==> src/rtl/seg7_scan_ctrl.sv <==
// Four-digit BCD up/down counter driving a time-multiplexed 7-segment display.
// The counter steps on a prescaled tick; the display scans one digit per scan slot.
module seg7_scan_ctrl #(
  parameter int DIV_TICK = 12000000,
  parameter int DIV_SCAN = 12000
) (
  input  logic        clk,
  input  logic        rst_n,
  input  logic        en,
  input  logic        up,
  input  logic        blank,
  input  logic        load,
  input  logic [15:0] load_val,
  output logic        a,
  output logic        b,
  output logic        c,
  output logic        d,
  output logic        e,
  output logic        f,
  output logic        g,
  output logic [3:0]  dig,
  output logic        wrap,
  output logic        err
);

  localparam int TW = (DIV_TICK > 2) ? $clog2(DIV_TICK) : 1;
  localparam int SW = (DIV_SCAN > 2) ? $clog2(DIV_SCAN) : 1;
  localparam logic [TW-1:0] TICK_MAX = TW'(DIV_TICK - 1);
  localparam logic [SW-1:0] SCAN_MAX = SW'(DIV_SCAN - 1);

  // Every nibble must be a decimal digit for a load to be accepted.
  function automatic logic bcd_valid(input logic [15:0] v);
    logic ok;
    ok = 1'b1;
    for (int i = 0; i < 4; i++) begin
      if (v[4*i +: 4] > 4'd9) ok = 1'b0;
    end
    return ok;
  endfunction

  // One decimal step with ripple carry/borrow; bit 16 is the carry/borrow out.
  function automatic logic [16:0] bcd_step(input logic [15:0] v, input logic inc);
    logic [15:0] r;
    logic        cy;
    r  = v;
    cy = 1'b1;
    for (int i = 0; i < 4; i++) begin
      if (cy) begin
        if (inc) begin
          if (v[4*i +: 4] == 4'd9) begin
            r[4*i +: 4] = 4'd0;
          end else begin
            r[4*i +: 4] = v[4*i +: 4] + 4'd1;
            cy          = 1'b0;
          end
        end else begin
          if (v[4*i +: 4] == 4'd0) begin
            r[4*i +: 4] = 4'd9;
          end else begin
            r[4*i +: 4] = v[4*i +: 4] - 4'd1;
            cy          = 1'b0;
          end
        end
      end
    end
    return {cy, r};
  endfunction

  // Segment pattern ordered {a,b,c,d,e,f,g}.
  function automatic logic [6:0] seg_encode(input logic [3:0] digit);
    logic [6:0] s;
    case (digit)
      4'd0:    s = 7'b1111110;
      4'd1:    s = 7'b0110000;
      4'd2:    s = 7'b1101101;
      4'd3:    s = 7'b1111001;
      4'd4:    s = 7'b0110011;
      4'd5:    s = 7'b1011011;
      4'd6:    s = 7'b1011111;
      4'd7:    s = 7'b1110000;
      4'd8:    s = 7'b1111111;
      4'd9:    s = 7'b1111011;
      default: s = 7'b0000000;
    endcase
    return s;
  endfunction

  logic [TW-1:0] tick_cnt, tick_cnt_nxt;
  logic [SW-1:0] scan_cnt, scan_cnt_nxt;
  logic [1:0]    dig_idx, dig_idx_nxt;
  logic [15:0]   count, count_nxt;
  logic [16:0]   step;
  logic          tick, load_ok, load_bad, scan_wrap;
  logic          wrap_nxt;
  logic [3:0]    cur_digit;
  logic [6:0]    seg_nxt;
  logic [3:0]    dig_nxt;
  logic [6:0]    seg_p1;
  logic [3:0]    dig_p1;
  logic          wrap_p1, err_p1;

  assign load_ok   = load && bcd_valid(load_val);
  assign load_bad  = load && !bcd_valid(load_val);
  assign tick      = en && (tick_cnt == TICK_MAX);
  assign step      = bcd_step(count, up);
  assign scan_wrap = (scan_cnt == SCAN_MAX);

  // Load (good or bad) takes precedence over a coincident tick.
  always_comb begin
    tick_cnt_nxt = tick_cnt;
    count_nxt    = count;
    wrap_nxt     = 1'b0;
    if (load_ok) begin
      count_nxt    = load_val;
      tick_cnt_nxt = '0;
    end else if (!load_bad && en) begin
      if (tick) begin
        tick_cnt_nxt = '0;
        count_nxt    = step[15:0];
        wrap_nxt     = step[16];
      end else begin
        tick_cnt_nxt = tick_cnt + 1'b1;
      end
    end
  end

  // Display stage is built from next-state values so digit and segments land together.
  always_comb begin
    scan_cnt_nxt = scan_wrap ? '0 : scan_cnt + 1'b1;
    dig_idx_nxt  = scan_wrap ? dig_idx + 2'd1 : dig_idx;
    cur_digit    = count_nxt[{dig_idx_nxt, 2'b00} +: 4];
    seg_nxt      = blank ? 7'b0 : seg_encode(cur_digit);
    dig_nxt      = blank ? 4'b0 : (4'b0001 << dig_idx_nxt);
  end

  always_ff @(posedge clk) begin
    if (!rst_n) begin
      tick_cnt <= '0;
      scan_cnt <= '0;
      dig_idx  <= 2'd0;
      count    <= 16'h0000;
      seg_p1   <= 7'b0;
      dig_p1   <= 4'b0;
      wrap_p1  <= 1'b0;
      err_p1   <= 1'b0;
    end else begin
      tick_cnt <= tick_cnt_nxt;
      scan_cnt <= scan_cnt_nxt;
      dig_idx  <= dig_idx_nxt;
      count    <= count_nxt;
      seg_p1   <= seg_nxt;
      dig_p1   <= dig_nxt;
      wrap_p1  <= wrap_nxt;
      err_p1   <= load_bad;
    end
  end

  assign {a, b, c, d, e, f, g} = seg_p1;
  assign dig  = dig_p1;
  assign wrap = wrap_p1;
  assign err  = err_p1;

endmodule

==> config.mk <==
export PLATFORM = sky130hd
export DESIGN_NAME = seg7_scan_ctrl
export DESIGN_NICKNAME = d
export VERILOG_FILES = /design/src/rtl/seg7_scan_ctrl.sv
export SDC_FILE = /design/constraint.sdc
export NUM_CORES = 1
export LEC_CHECK = 0
export CORE_MARGIN = 1.5
export CORE_UTILIZATION = 35
export CTS_CLUSTER_SIZE = 40
export DETAILED_ROUTE_END_ITERATION = 6
export SETUP_SLACK_MARGIN = 0.1
export SYNTH_ARGS = -nofsm -noshare
export SYNTH_HDL_FRONTEND = slang
export SYNTH_SLANG_ARGS = --single-unit
==> constraint.sdc <==
create_clock -name clk -period 3.8 [get_ports clk]
set_clock_uncertainty 0.05 [all_clocks]
set_input_delay 1.14 -clock clk [delete_from_list [all_inputs] [get_ports clk]]
set_output_delay 1.14 -clock clk [all_outputs]
set_load 0.03 [all_outputs]
==> out/results.txt <==
Die Span X - 110 um
Final Cycle Share - 94.3%
Synth cell types - 65
Synthesis Warnings - 0
Fmax - 279 MHz
Vias in the first global route - 3696
Placed Instances - 711
Final Max Slew Viols - 0
Switching power - 0.519 mW
Maxcap violations - 0
Top cell type's share of synthesized area - 34.7%
Initial Util - 36.2%
WP buf/inv - 2
Crit path time final - 3.58 ns
Routed len/inst - 15.2 um
Clk pwr share - 44.5%
Hold Startpoint - scan_cnt[0]
CTS tree - built
H-tree depth - 3
Slew Limit Headroom - 55.4%
P&R area growth vs syn - 35.2%
Number of flops mapped to enable cells by yosys - 0
Synth top area cells - dfxtp_1, nor2_1, xor2_1
RePlAce Congestion - 0.901
Mapped cell area - 3980 um^2
Top_reg_cell synth - dfxtp_1
Initial antenna violation count - 0
I/O pin count - 35
Crit end category - register
All-layer global routing usage - 19.0%
Sequential area share after synthesis - 34.7%
Reg2reg end - seg_p1[6]
Cells after Synth - 493
Layout cells sized above 1 - 24.5%
Leakage - 2.14 nW
GRT overflow - 0
Hold Violations, Final - 0
Root Buffer - clkbuf_16
Reg2reg setup slack - 0.31 ns
Worst min path class - register to register
Buffers on Ports - 34
Initial DRT Pass Iterations - 4
Worst EP arrival - 3.73 ns
Mapped Nets - 523
Site Rows - 38
Clk Latency, worst-skew pair - 0.33 ns
PwrDens - 361 nW/um^2
Final Instance Count excl. Fillers - 735
Final setup viols - 0
Crit path kind - input port to register
Dominant cell type by area after synthesis - dfxtp_1
Flop pwr share - 39.7%
Via density - 5.33
Fillers - 1046
Worst R2R Path Depth - 12
ANT cells - 0
Seq cells post-synth - 69
Status - complete, no violations
Max FO, Critical Path - 5
FF-to-FF Start - tick_cnt[4]
Crit path max-delay cell type - mux4_2
Worst Max-Slew Pin Slew - 0.665 ns
Clock sink count - 69
Switching Fraction - 26.7%
Post-route setup slack - 0.215 ns
RSZ-0062 raised after global routing - no
Final instance area - 5380 um^2
Crit path launch type - input port
Fraction of registers with async set or reset after synthesis - 0%
Largest net degree at the start of global routing - 25
Worst hold path endpoint - scan_cnt[0]
Crit path largest cell delay - 0.57 ns
Initial drt markers - 218
CTS Buf Count - 9
Post-DRT Antenna Nets - 0
CTS Buffer Depth - 2
Die Y - 110 um
Vias - 3920
Mapped Avg Cell Area - 8.07 um^2
Worst VDD drop - 0.210 mV
Total power - 1.94 mW
Clock-pin transition on the worst setup and hold timing paths - 0.06 ns
Crit path depth - 13
Dpl ws - -0.500 ns
Drt drc - 0
Hold path depth - 1
Required @ worst endpoint - 3.95 ns
Final #Nets - 620
DIE AREA - 12000 um^2
DPL Wire Length - 8230 um
Core area - 11000 um^2
Cells along the critical path - dlygate4sd2_1 > o21ai_2 > a41oi_2 > or3_4 > or3_4 > a21oi_2 > a21oi_2 > mux4_2 > inv_2 > ha_2 > a31oi_1 > o21ai_1 > a21oi_1
Dpl cell area - 4920 um^2
Gate power share - 15.8%
Internal power - 1.42 mW
Final WL - 11200 um
First-pass GRT wire length - 17700 um
Utilization after layout - 49.0%
CP top delay family - simple AND/OR/NAND/NOR gates
-- cell families after synthesis --
family | share of synthesized area, %
adder cells (fa/ha/maj) | 2.52
buffers and inverters | 4.21
AO/OA/AOI/OAI | 15.0
multiplexers | 4.09
AND/OR/NAND/NOR | 29.1
XOR/XNOR | 10.3
flip-flops | 34.7
-- sequential cells by signal (all words and copies together), names as in the netlist --
register and count:
scan_cnt 14, count 16, seg_p1 7, dig 4
dig_idx 2, tick_cnt 24, wrap 1, err 1
-- metrics by stage --
stage	TNS, ns	hold WS [ns]
floorplan	0	0.363
global placement	-2.96	0.376
detailed placement	-3.22	0.395
CTS	0	0.403
global route	0	0.423
finish	0	0.403
-- cells in the final DEF, fill, tap and decap left out, types with 14 or more instances in the layout --
master / n
nor2_1: 81
buf_4: 76
dfxtp_1: 69
nand2_1: 30
xor2_1: 28
nand3_1: 26
xnor2_1: 19
clkdlybuf4s50_1: 19
nor3_1: 17
a21oi_1: 15
o21ai_0: 14
-- synth_stat cells, drive strengths merged (7+ instances only) --
cell	n
clkbuf	15
a21oi	18
or3	7
nor2	81
buf	12
a31oi	8
nand4	11
xnor2	19
xor2	28
dfxtp	69
and3	14
nand3	26
ha	8
nand2	31
nor3	22
inv	12
o21ai	23
-- per-layer routing --
metal | global-route usage (%) | wire [um] | share of wire [%] | up-vias
met5 | 0 | 0 | 0 | -
met4 | 6.96 | 280 | 2.5 | 0
met3 | 3.79 | 511 | 4.6 | 21
met2 | 33.2 | 5500 | 49 | 89
met1 | 23.0 | 4880 | 44 | 1868
li1 | - | - | - | 1942
-- final cells by class --
type	instances	area, um^2	area share, %
Clock buffer	10	239	4.44
Clock inverter	6	71.3	1.33
Inverter	13	48.8	0.907
Multi-Input combinational cell	384	2570	47.8
Sequential cell	69	1380	25.7
Tap cell	140	175	3.26
Timing Repair Buffer	113	895	16.6
-- power groups by stage --
stage	logic, mW	clock network (mW)	registers [mW]
2_1_floorplan	0.151	0	0.788
3_3_place_gp	0.282	0	0.783
3_5_place_dp	0.287	0	0.785
4_1_cts	0.300	0.882	0.770
5_1_grt	0.332	0.910	0.774
6_report	0.307	0.864	0.771
-- repair_timing --
action | in CTS | in global routing
setup endpoints to repair | 7 | 7
pin swaps | 13 | 13
hold endpoints to repair | 0 | 0
resized for setup | 36 | 34
hold buffers | 0 | 0
setup buffers | 5 | 3
-- worst max path at each step --
| stage | start | to | slack, ns |
|---|---|---|---|
| floorplan | load_val[2] | seg_p1[5] | 0.11 |
| global placement | load_val[2] | seg_p1[1] | -0.47 |
| detailed placement | load_val[2] | seg_p1[0] | -0.50 |
| CTS | load | seg_p1[6] | 0.16 |
| global route | load_val[7] | seg_p1[6] | 0.1 |
| finish | load_val[7] | seg_p1[6] | 0.22 |
No activity file was read; power rests on OpenSTA's default activity.
